## src/rtl/cpu_pkg.sv

```systemverilog
// Shared CPU definitions: data-path widths and the memory-access FSM state type,
// used by the destination mux, the register file and the memory access controller.
package cpu_pkg;

  localparam int ADDR_W = 17;
  localparam int DATA_W = 16;

  typedef enum logic [1:0] {
    ST_IDLE   = 2'd0,
    ST_ACCESS = 2'd1,
    ST_WAIT   = 2'd2,
    ST_DONE   = 2'd3
  } state_e;

  // The top address bit marks the region beyond the data RAM.
  function automatic logic addr_out_of_range(input logic [ADDR_W-1:0] addr);
    return addr[ADDR_W-1];
  endfunction

endpackage

```

## src/rtl/wait_counter.sv

```systemverilog
// 4-bit loadable down-counter with a zero flag; counts RAM wait states.
module wait_counter (
  input  logic       clk,
  input  logic       rst_n,
  input  logic       load,
  input  logic       dec,
  input  logic [3:0] load_val,
  output logic       zero
);

  logic [3:0] count_r;

  // Load has priority; decrement saturates at zero.
  always_ff @(posedge clk) begin
    if (!rst_n) begin
      count_r <= 4'd0;
    end else if (load) begin
      count_r <= load_val;
    end else if (dec && (count_r != 4'd0)) begin
      count_r <= count_r - 4'd1;
    end else begin
      count_r <= count_r;
    end
  end

  assign zero = (count_r == 4'd0);

endmodule

```

## src/rtl/mem_dest_access.sv

```systemverilog
// Multi-cycle data-memory access controller behind the destination-address mux.
// Optional MEM_FAULT_EN: requests with the top address bit set complete at once with a fault strobe.
module mem_dest_access
  import cpu_pkg::*;
#(
  parameter int ADDR_W      = cpu_pkg::ADDR_W,
  parameter int DATA_W      = cpu_pkg::DATA_W,
  parameter int WAIT_CYCLES = 1
) (
  input  logic              clk,
  input  logic              rst_n,
  input  logic [ADDR_W-1:0] req_addr,
  input  logic [DATA_W-1:0] req_wdata,
  input  logic              req_rd,
  input  logic              req_wr,
  output logic              stall,
  output logic [DATA_W-1:0] rd_data,
  output logic              rd_valid,
  output logic              fault,
  output logic              mem_en,
  output logic              mem_we,
  output logic [ADDR_W-1:0] mem_addr,
  output logic [DATA_W-1:0] mem_wdata,
  input  logic [DATA_W-1:0] mem_rdata
);

  localparam logic [3:0] WAIT_LOAD = 4'(WAIT_CYCLES - 1);

  state_e state_r;
  state_e state_nxt_s;
  logic   op_we_r;
  logic   req_s;
  logic   fault_path_s;
  logic   cnt_zero_s;
  logic   start_s;
  logic   load_done_s;

  assign req_s = req_rd | req_wr;

`ifdef MEM_FAULT_EN
  assign fault_path_s = addr_out_of_range(req_addr);
`else
  assign fault_path_s = 1'b0;
`endif

  // A legal request leaving IDLE, and the WAIT cycle that completes a load.
  assign start_s     = (state_r == ST_IDLE) && req_s && !fault_path_s;
  assign load_done_s = (state_r == ST_WAIT) && cnt_zero_s && !op_we_r;

  wait_counter u_wait_counter (
    .clk      (clk),
    .rst_n    (rst_n),
    .load     (state_r == ST_ACCESS),
    .dec      (state_r == ST_WAIT),
    .load_val (WAIT_LOAD),
    .zero     (cnt_zero_s)
  );

  // Next-state selection for the access sequence.
  always_comb begin
    state_nxt_s = state_r;
    case (state_r)
      ST_IDLE: begin
        if (req_s) begin
          state_nxt_s = fault_path_s ? ST_DONE : ST_ACCESS;
        end else begin
          state_nxt_s = ST_IDLE;
        end
      end
      ST_ACCESS: state_nxt_s = ST_WAIT;
      ST_WAIT: begin
        if (cnt_zero_s) begin
          state_nxt_s = ST_DONE;
        end else begin
          state_nxt_s = ST_WAIT;
        end
      end
      ST_DONE: state_nxt_s = ST_IDLE;
      default: state_nxt_s = ST_IDLE;
    endcase
  end

  // State, request latches, RAM strobes and load result.
  always_ff @(posedge clk) begin
    if (!rst_n) begin
      state_r   <= ST_IDLE;
      op_we_r   <= 1'b0;
      mem_en    <= 1'b0;
      mem_we    <= 1'b0;
      mem_addr  <= {ADDR_W{1'b0}};
      mem_wdata <= {DATA_W{1'b0}};
      rd_data   <= {DATA_W{1'b0}};
      rd_valid  <= 1'b0;
    end else begin
      state_r  <= state_nxt_s;
      // Simultaneous read and write resolves to a store.
      mem_en   <= start_s;
      mem_we   <= start_s & req_wr;
      rd_valid <= load_done_s;
      if (start_s) begin
        op_we_r   <= req_wr;
        mem_addr  <= req_addr;
        mem_wdata <= req_wdata;
      end
      if (load_done_s) begin
        rd_data <= mem_rdata;
      end
    end
  end

`ifdef MEM_FAULT_EN
  logic fault_r;

  // Fault strobe accompanies the DONE cycle of an out-of-range request.
  always_ff @(posedge clk) begin
    if (!rst_n) begin
      fault_r <= 1'b0;
    end else begin
      fault_r <= (state_r == ST_IDLE) && req_s && fault_path_s;
    end
  end

  assign fault = fault_r;
`else
  assign fault = 1'b0;
`endif

  // DONE releases the core so it advances on that edge.
  assign stall = ((state_r == ST_IDLE) && req_s) ||
                 (state_r == ST_ACCESS) || (state_r == ST_WAIT);

endmodule

```

## config.mk

```make
export PLATFORM = sky130hd
export DESIGN_NAME = mem_dest_access
export DESIGN_NICKNAME = d
export VERILOG_FILES = /design/src/rtl/cpu_pkg.sv /design/src/rtl/wait_counter.sv /design/src/rtl/mem_dest_access.sv
export SDC_FILE = /design/constraint.sdc
export NUM_CORES = 1
export LEC_CHECK = 0
export ABC_AREA = 0
export ABC_CLOCK_PERIOD_IN_PS = 2000
export CORE_MARGIN = 4
export CORE_UTILIZATION = 39
export CTS_CLUSTER_DIAMETER = 60
export DETAILED_ROUTE_END_ITERATION = 12
export PLACE_DENSITY = 0.88
export SYNTH_ARGS = -nofsm -noshare
export SYNTH_HDL_FRONTEND = slang
export SYNTH_SLANG_ARGS = --single-unit
export TNS_END_PERCENT = 100
```

## constraint.sdc

```tcl
create_clock -name clk -period 2 [get_ports clk]
set_input_delay 0.4 -clock clk [delete_from_list [all_inputs] [get_ports clk]]
set_output_delay 0.4 -clock clk [all_outputs]
set_load 0.005 [all_outputs]
```

After elaboration in Yosys (flattened, before gate mapping). Index checks and enable logic that the tools add are counted.

Bitwise gates (word level): 3. $add $sub $neg: 1. Multiplexer cells: 3. Reductions and logical operators: 11. Equality and inequality tests: 3.

Operators with widths (count): $pmux 2 s4 (1); $eq 2x2->1 const B (2); $logic_and 1x1->1 (4); $logic_not 4->1 (1); $reduce_bool 4->1 (1); $sub 4x1->4 const B (1); $eq 2x1->1 const B (1); $logic_not 2->1 (1); $logic_or 1x1->1 (2); $mux 1 (2); $reduce_or 2->1 (1); $and 1x1->1 (1); $logic_not 1->1 (1); $not 1->1 (1); $or 1x1->1 (1).

Flip-flop bits (word level): 59. Word-level logic and storage cells: 30.

Logic depth before layout (Yosys ltp).
Depth in word-level cells: 4. Depth in mapped cells: 7. Gate-level depth less buffers: 5.

Cells and area by module. From an unflattened synthesis, not the netlist that was laid out.

Cells, all modules: 273. Area total of the unflattened synthesis: 2546.2 um^2.

Modules (own cells, without submodules): mem_dest_access (area an instance 2289.7 um^2, cells each 242, times used 1, sequential area each 1101.1 um^2); wait_counter (area an instance 256.5 um^2, cells each 31, times used 1, sequential area each 80.1 um^2).

Worst setup path after synthesis. Ideal clock, no wire load.

Path kind: flip-flop to flip-flop. Start point: register state_r[0]. End point: register rd_data[10]. Arrival: 1392 ps. Slack: 536 ps. Buffers on the path: 1. Clock period less this slack: 1464 ps. Cell stages (with the launch flop): 7. Cells stage by stage: dfxtp_1 > inv_1 > ha_1 > nand4bb_2 > nor2_8 > buf_12 > mux2i_1.

Cells in the longest elaborated chain, start to end: 3.

Ends and longest elaborated chain: start: declaration (RTL line mem_dest_access.sv:29) `state_e state_r;`; start signal: assignment (RTL line mem_dest_access.sv:95) `state_r <= state_nxt_s;`; $eq 2x2->1 (RTL line mem_dest_access.sv:48) `assign load_done_s = (state_r == ST_WAIT) && cnt_zero_s && !op_we_r;`; $logic_and 1x1->1 (2 in series) (RTL line mem_dest_access.sv:48); end signal: assignment (RTL line mem_dest_access.sv:92) `rd_data <= {DATA_W{1'b0}};`; end signal: assignment (RTL line mem_dest_access.sv:106) `rd_data <= mem_rdata;`; end: declaration (RTL line mem_dest_access.sv:17) `output logic [DATA_W-1:0] rd_data,`.

No other way between the ends. A chain may end at the register's enable or synchronous reset.

Worst setup path after layout.
Start point: input port req_wr. End point: output port stall.

Cells in the longest elaborated chain, start to end: 4.

Ends and longest elaborated chain: start: declaration (RTL line mem_dest_access.sv:15) `input logic req_wr,`; $or 1x1->1 (RTL line mem_dest_access.sv:38) `assign req_s = req_rd | req_wr;`; $logic_and 1x1->1 (RTL line mem_dest_access.sv:129) `assign stall = ((state_r == ST_IDLE) && req_s) ||`; $logic_or 1x1->1 (RTL line mem_dest_access.sv:129); $logic_or 1x1->1 (RTL line mem_dest_access.sv:130) `(state_r == ST_ACCESS) || (state_r == ST_WAIT);`; end: declaration (RTL line mem_dest_access.sv:16) `output logic stall,`.

No other way between the ends.

==> impl_results.md <==
* Status: complete, no violations
* I/O pin count at 107
* Worst hold path class: reg -> reg
* Clk root buf: clkbuf_8
* Initial antenna violation count at 0
* CTS tree: built
* Peak supply drop at 670 µV
* Cell type with the largest total area after synthesis: dfxtp_1
* WP data required at ~1.6 ns
* Fin area at 0.00351 mm²
* Worst Slack Setup Final at 0.137 ns
* Leading cell type by number of instances after synthesis: dfxtp_1
* CP Data Arrival Time at 1.46 ns
* Share of cells above drive strength 1 at 10.1%
* Vias in the first global route at 1821
* Synth Instances at 193
* Pin count of the biggest net entering global routing at 35
* P_leak at 1.39 nW
* Cell Pwr Density at 1010 mW/mm²
* Fin crit period at 1.86 ns
* Hpwl dp at 3880 µm
* Via/cell ratio at 4.79
* Hold depth at 2
* Internal power consumption at 0.00267 W
* Synth warn at 0
* Area post-placement at 0.00327 mm²
* Final setup viols at 0
* Switch Pwr at just under 0.0009 W
* Worst-skew pair later-pin latency at roughly 0.33 ns
* CP max FO at 2
* Total CTS buffers at 9
* Library cells used by synthesis at 32
* H-tree levels at 3
* Layout Nets at approximately 360
* Final core utilization at 67.5%
* # DRC at 0
* Rows at 26
* Critical path capture point type: output pin
* Fin Setup TNS at 0 ns
* Overall power at roughly 0.0035 W
* Global-route wire length before repair at 8140 µm
* Starting Density at 41.0%
* Combinational power share at 22.6%
* Ranking of synthesized cells by area: dfxtp_1 (55%), a22o_1 (14%), mux2i_1 (7.5%), nand2_1 (6.2%), ha_1 (3.5%)
* Crit Path Class: in -> out
* Final antenna-violating net count at 0
* CP max stage delay at around 0.42 ns
* Pre-CTS setup slack at -0.198 ns
* Floorplan die height at 82 µm
* Die Area at 0.00672 mm²
* CTS clock-pin slew for the worst setup and hold paths at 0.07 ns
* CP delay by family, top: buffers and inverters
* Yosys top cell area share at 55.3%
* Synth cell count leaders: dfxtp_1 (59), nand2_1 (35), a22o_1 (33), mux2i_1 (16), buf_2 (8)
* Clk pwr share at a little under two fifths
* Mean Syn Cell Area at 11.1 µm²
* WL per Instance at 13.9 µm
* Switching share of power at 24.7%
* WP depth at 4
* Seq pwr share at 39.8%
* Period utilisation layout at 93.1%
* GRT Residual Overflow at 0
* Total track usage at 15.9%
* Pins Over Slew Limit at 0
* Gp weighted congestion at ~0.74
* FF+latch count, synth at 59
* Syn Std Cell Area at 0.00214 mm²
* Antenna cells at 0
* Syn_nets at ~250
* Port Buffer Count at between 100 and 150
* Core area at 0.00520 mm²
* Unrepaired setup endpoints after global routing: no
* Clock buffer depth at 2
* CP Launch Type: input pin
* CTS Hold Bufs at 0
* Clk_skew at about 0.0072 ns
* Slowest-stage cell, CP: clkdlybuf4s50_1
* Clock sink count at 59
* 1st-pass router iterations at 2
* Cell Chain, Critical Path: clkdlybuf4s50_1, o21a_1, or3_1, buf_2
* Top FF cell, synth: dfxtp_1
* Area delta synth->final at 64.6%
* Total wire length at 5230 µm
* EDFF count, synth at 0
* Final hold vios at 0
* Worst Reg-to-Reg Cells at 6
* Sequential share of the synthesized area at 55.3%
* Starting DRT DRC Count at 52
* Worst Path Buf+Inv at 2
* Max Cap Violations at 0
* Max Freq at 537 MHz
* Asr flop ratio synth at 0%
* Post-CTS Setup Bufs at 0
* Vias at 1805
* Chip Width at ~80 µm
cell type report:
class | count | area, µm²
fill | 415 | 1690
sequential | 59 | 1180
timing repair buffer | 111 | 1120
multi-input combinational | 116 | 860
clock inverter | 7 | 125
clock buffer | 9 | 124
tap | 70 | 87.6
inverter | 5 | 18.8
placed cells by master, fill, tap and decap left out, types with 3 or more instances in the layout:
cell type	instances
ha_1	5
clkbuf_8	9
dfxtp_1	57
and3_1	3
clkdlybuf4s50_1	104
inv_1	4
a22o_1	33
mux2i_1	16
clkinv_4	3
nand2_1	35
bufinv_16	3
buf_4	4
cell families (layout without fill, tap and decap cells):
kind of cell | Yosys count | after routing | share of synthesized area, %
flops | 59 | 59 | 55.3
mux | 16 | 16 | 7.50
xor+xnor | 1 | 1 | 0.410
buf+inv | 18 | 132 | 4.57
simple gates | 53 | 53 | 12.9
compound gates | 39 | 39 | 15.6
other cells | 1 | 1 | 0.176
fa+ha+maj | 6 | 6 | 3.51
metrics by stage:
step,instances,hold slack (ns)
6_report,377,0.459
5_1_grt,377,0.474
4_1_cts,377,0.463
3_5_place_dp,361,0.449
3_3_place_gp,361,0.441
2_1_floorplan,193,0.447
power by group through the flow:
stage                     logic, W  registers, W  clock network (W)
final                     0.000802       0.00141            0.00133
after global routing      0.000875       0.00143            0.00142
after CTS                 0.000820       0.00141            0.00136
after detailed placement  0.000817       0.00144                  0
after global placement    0.000802       0.00143                  0
after floorplan           0.000342       0.00144                  0
final timing paths:
check             start          to  slack [ns]
max reg2reg  state_r[0]  rd_data[6]        0.34
max              req_wr       stall        0.14
min          rd_data[2]  rd_data[2]        0.46
min reg2reg  rd_data[2]  rd_data[2]        0.46
flip-flops by register name, indices dropped and copies added (netlist names):
| register | count |
|---|---|
| mem_addr | 17 |
| mem_wdata | 16 |
| rd_data | 16 |
| u_wait_counter.count_r | 4 |
| state_r | 2 |
| mem_en | 1 |
| mem_we | 1 |
| op_we_r | 1 |
| rd_valid | 1 |
metal layers:
metal  vias up  GRT usage [%]  wire, µm
met4         0           6.48        51
li1        896              -         -
met5         -              0         0
met3         6           7.46       515
met1       837           17.5      2060
met2        66           26.3      2600
worst register-to-register path, stage by stage (launching register included):
cell,delay (ns)
dfxtp_2,0.33
inv_2,0.07
ha_1,0.17
buf_4,0.15
nand4bb_2,0.26
nor2_8,0.38
mux2i_1,0.25
timing repair:
item / in CTS / in global routing
setup endpoints to repair: 1 / 1
gates resized for setup: 5 / 3
pin swaps: 0 / 0
hold endpoints to repair: 0 / 0
Power figures use the tool's default switching activity.
==> patch 1: new RTL, same settings <==
`ADDR_W`: 17 -> 34.
--- a/src/rtl/cpu_pkg.sv
+++ b/src/rtl/cpu_pkg.sv
@@ -4,3 +4,3 @@
 
-  localparam int ADDR_W = 17;
+  localparam int ADDR_W = 34;
   localparam int DATA_W = 16;
Interface: changed (resized mem_addr and req_addr); port bits go from 107 to 141. The function was not compared with the original's and may differ.
==> patch 1 against the original RTL <==
Total power rose by 20%; die area rose by 21%; sequential share of layout area rose by 1.0 points; final area rose by 25%; final cell count rose by 20%; clock power rose by 4%; sequential cell count rose by 17; area after synthesis rose by 24%; routed wire length rose by 39%; worst setup slack got worse by 0.038 ns; largest power group unchanged; highest routed layer unchanged; maximum frequency fell by 2.0%.
==> patch 1: results (changes against the original RTL) <==
* Crit Path Max Fanout at 3 (was 2)
* Detailed placement HPWL at 5415 um (was 3875 um)
* Routed length per instance at 16.00 um (was 13.87 um)
* DRT iter0 DRCs at 45 (was 52)
* Largest regs: mem_addr x34, mem_wdata x16, rd_data x16 (was mem_addr x17, mem_wdata x16, rd_data x16)
* Clk_skew at 0.009199 ns (was 0.007205 ns)
* Synth cell types at 31 (was 32)
* Hold worst-path end: rd_data[9] (was rd_data[2])
* I/O Buffers at 139 (was 105)
* Syn_nets at 307 (was 252)
* P_comb at 0.00106 W (was 0.000802 W)
* Peak supply drop at 0.5941 mV (was 0.6704 mV)
* Avg Synthesized Cell Area at 11.45 sq um (was 11.07 sq um)
* Post-place setup slack at -0.2318 ns (was -0.1982 ns)
* Int Pwr at 0.003214 W (was 0.002672 W)
* Status: finished, final reports clean (unchanged)
* Filler Cells Inserted at 514 (was 415)
* Worst path arrival time at 1.50 ns (was 1.46 ns)
* Placed cell area at 4151 sq um (was 3266 sq um)
* # resized after CTS at 6 (was 5)
* First-pass GRT wire length at 11610 um (was 8135 um)
* Leakage at 1.730 nW (was 1.393 nW)
* Placer congestion estimate at 0.7316 (was 0.7418)
* Layout cells sized above 1 at 0.08223 (was 0.1010)
* Placed Instances at 438 (was 361)
* Sequential power at 0.00182 W (was 0.00141 W)
* First drt pass iteration count at 4 (was 2)
* Largest cells by area after synthesis: dfxtp_1 58%, a22o_1 17%, mux2i_1 6.1% (was dfxtp_1 55%, a22o_1 14%, mux2i_1 7.5%)
* Setup slack, reg-to-reg at 0.28 ns (was 0.34 ns)
* Post-synth top cells: 76 x dfxtp_1, 50 x a22o_1, 35 x nand2_1 (was 59 x dfxtp_1, 35 x nand2_1, 33 x a22o_1)
* Total track usage at 0.1751 (was 0.1591)
## patch 1: cell types whose count changed after synthesis, sizes merged
cell and delta:
a22o +17, dfxtp +17, buf +3, and2b +1, clkbuf +1, nor2b -1
## patch 1: layer usage
metal  vias to the layer above  global-route usage  part of all wire
li1                       1101                   -                 -
met1                      1084              0.1767              0.38
met2                        97              0.3311              0.53
met3                        15             0.05667             0.070
met4                         0             0.06760             0.019
met5                         -                   0                 0
## patch 1: area by class of cell
type / instances / area [sq um] / share of cell area
Clock inverter: 6 / 112.6 / 0.02565
Multi-Input combinational cell: 133 / 1016 / 0.2314
Timing Repair Buffer: 147 / 1496 / 0.3408
Sequential cell: 76 / 1523 / 0.3468
Inverter: 5 / 18.77 / 0.004275
Tap cell: 77 / 96.34 / 0.02194
Clock buffer: 10 / 127.6 / 0.02907
## patch 1: worst max path at each step
| stage | startpoint | end | slack, ns | depth (start not counted) |
|---|---|---|---|---|
| after floorplan | state_r[0] | rd_data[10] | 0.54 | 6 |
| after global placement | req_wr | stall | -0.21 | 4 |
| after detailed placement | req_wr | stall | -0.23 | 4 |
| after CTS | state_r[0] | stall | 0.08 | 5 |
| after global routing | state_r[1] | stall | 0.03 | 5 |
| final | state_r[0] | stall | 0.1 | 5 |
## patch 1: cells by family (layout without fill, tap and decap cells)
family,count (synthesis),in the layout,share of synthesized area
flops,76,76,0.5752
compound gates,56,56,0.1821
simple gates,53,53,0.1041
buf+inv,22,168,0.04494
mux,16,16,0.06055
fa+ha+maj,6,6,0.02838
other cells,1,1,0.001418
xor+xnor,1,1,0.003312
## patch 1: worst max-delay path, cell delays in order, from the launching register on
cell	delay, ns
dfxtp_2	0.34
inv_1	0.07
ha_2	0.19
o21a_1	0.13
or3_1	0.31
buf_2	0.14
==> patch 2: new RTL, same flow settings <==
Made on the original files. Re-encode `state_e` (4 states) as one-hot, 4 bits wide.
--- a/src/rtl/cpu_pkg.sv
+++ b/src/rtl/cpu_pkg.sv
@@ -7,7 +7,7 @@
 
-  typedef enum logic [1:0] {
-    ST_IDLE   = 2'd0,
-    ST_ACCESS = 2'd1,
-    ST_WAIT   = 2'd2,
-    ST_DONE   = 2'd3
+  typedef enum logic [3:0] {
+    ST_IDLE   = 4'b0001,
+    ST_ACCESS = 4'b0010,
+    ST_WAIT   = 4'b0100,
+    ST_DONE   = 4'b1000
   } state_e;
Function: same outputs for any inputs over 10 cycles, from zero or initial values and one cycle with rst_n low; not proved beyond that.
==> patch 2 against the original RTL <==
Sequential cell count increased by 2; routed wire length rose by 18%; total power down 16%; non-clock buffer count grew 6; clock skew fell by 0.0021 ns; area after synthesis rose by 17%; final area up 9.4%; utilization decreased by 4.1 points; sequential power shrank 4%; sequential share of layout area decreased by 1.9 points; critical path depth unchanged; worst setup slack better by 0.024 ns; critical path type is now reg2out.
==> patch 2: results (changes against the original RTL) <==
* Status: finished, final reports clean (unchanged)
* Leakage at 1.533 nW (was 1.393 nW)
* Largest cells by area after synthesis: dfxtp_1 49%, mux2i_1 20%, nand2_1 15% (was dfxtp_1 55%, a22o_1 14%, mux2i_1 7.5%)
* Clock Root Buffer: clkbuf_8 (unchanged)
* Placed cell area at 3637 sq um (was 3266 sq um)
* Total track usage at 0.1629 (was 0.1591)
* Post-synthesis sequential area ratio at 0.4907 (was 0.5530)
* Placer congestion estimate at 0.7420 (was 0.7418)
* Yosys reg bits at 61 (was 59)
* Nets at 434 (was 361)
* R2R depth at 5 (was 6)
* Asr flop ratio synth at 0 (unchanged)
* Placed Instances at 443 (was 361)
* Clk_skew at 0.005128 ns (was 0.007205 ns)
* Synth cell types at 33 (was 32)
* Vias in the first global route at 2236 (was 1821)
* Via-to-Cell Ratio at 4.813 (was 4.788)
* Worst Hold Path Cells at 2 (unchanged)
* Peak supply drop at 0.4842 mV (was 0.6704 mV)
* Largest regs: mem_addr x17, mem_wdata x16, rd_data x16 (unchanged)
* Worst path arrival time at 1.44 ns (was 1.46 ns)
* Worst-path clk slew at 0.07 ns (about the same)
* First-pass GRT wire length at 9929 um (was 8135 um)
* Routed length per instance at 13.46 um (was 13.87 um)
* I/O Buffers at 105 (unchanged)
* Ys flop type: dfxtp_1 (unchanged)
* Largest net degree at the start of global routing at 61 (was 35)
* Clock latency on the worst-skew pair at between 0.3 and 0.4 ns
* Ant diodes at 0 (unchanged)
* Worst min path class: reg2reg (unchanged)
* DRT iter0 DRCs at 58 (was 52)
* Avg Synthesized Cell Area at 9.149 sq um (was 11.07 sq um)
* Post-synth top cells: 100 x nand2_1, 61 x dfxtp_1, 49 x mux2i_1 (was 59 x dfxtp_1, 35 x nand2_1, 33 x a22o_1)
* Layout cells sized above 1 at 0.1013 (was 0.1010)
* CTS H-tree lvls at 3 (unchanged)
* Least-Margin Pin Slew at 0.5626 ns
* Yosys Warn Count at 0 (unchanged)
* Crit Path Max Fanout at 2 (unchanged)
* Syn_nets at 326 (was 252)
* Number of flops mapped to enable cells by yosys at 0 (unchanged)
* CTS Buf Count at 9 (unchanged)
* Initial antenna violation count at 0 (unchanged)
* Detailed placement HPWL at 4480 um (was 3875 um)
* First drt pass iteration count at 4 (was 2)
* Final cell count without fillers at 460 (was 377)
* CTS max path bufs at 2 (unchanged)
-- patch 2: changes by cell type in the layout (fill, tap and decap cells not counted), moves of 4 or more --
cell      unedited run  this run
ha_1                 5         1
a21oi_1              1         5
clkinv_2             0         4
buf_4                4         9
nand2_1             35       100
mux2i_1             16        49
a22o_1              33         0
-- patch 2: worst paths after layout --
path / startpoint / end / slack (ns)
worst max-delay path: state_r[1] / stall / 0.16
worst min-delay path: rd_data[13] / rd_data[13] / 0.46
worst max register to register: state_r[0] / rd_data[14] / 0.17
worst min register to register: rd_data[13] / rd_data[13] / 0.46
-- patch 2: report_power, final --
| part | switching, W | internal [W] |
|---|---|---|
| sequential | 0.0000443 | 0.00130 |
| combinational | 0.000224 | 0.000367 |
| clock | 0.000455 | 0.000601 |
-- patch 2: per-layer routing --
metal,wire [um],vias to the layer above,part of all wire,GRT usage
met5,0,-,0,0
met4,171,0,0.028,0.07531
met3,487,17,0.079,0.06021
met2,3116,70,0.50,0.2774
met1,2417,1016,0.39,0.1800
li1,-,1111,-,-
-- patch 2: layout make-up --
cell class,instances,area [sq um]
clock inverter,5,50.05
multi-input combinational,188,1157
fill,514,2216
sequential,61,1222
timing repair buffer,117,1169
clock buffer,11,141.4
inverter,3,11.26
tap,75,93.84
-- patch 2: per-stage QoR --
step	worst slack, ns	total power (W)
after floorplan	0.2664	0.001626
after global placement	-0.1715	0.001944
after detailed placement	-0.1965	0.001963
after CTS	0.008324	0.003038
after global routing	0.06013	0.003138
final	0.1615	0.002995
-- patch 2: kinds of logic after synthesis --
logic type	count (synthesis)	synth area share
AO/OA/AOI/OAI	12	0.02715
XOR/XNOR	1	0.003520
adder cells (fa/ha/maj)	1	0.005027
buffers and inverters	23	0.05128
flip-flops	61	0.4907
multiplexers	49	0.1971
other	1	0.001507
AND/OR/NAND/NOR	124	0.2237
-- patch 2: worst max-delay path: stages (launching register included) --
cell      delay, ns
dfxtp_1        0.31
or3b_4         0.39
o22ai_2        0.15
nor2b_1        0.14
clkbuf_2       0.12
-- patch 2: what timing repair did --
action,4_1_cts,5_1_grt
resized for setup,4,3
endpoints found under the setup margin,1,15
setup buffers,1,0
pin swaps,1,1
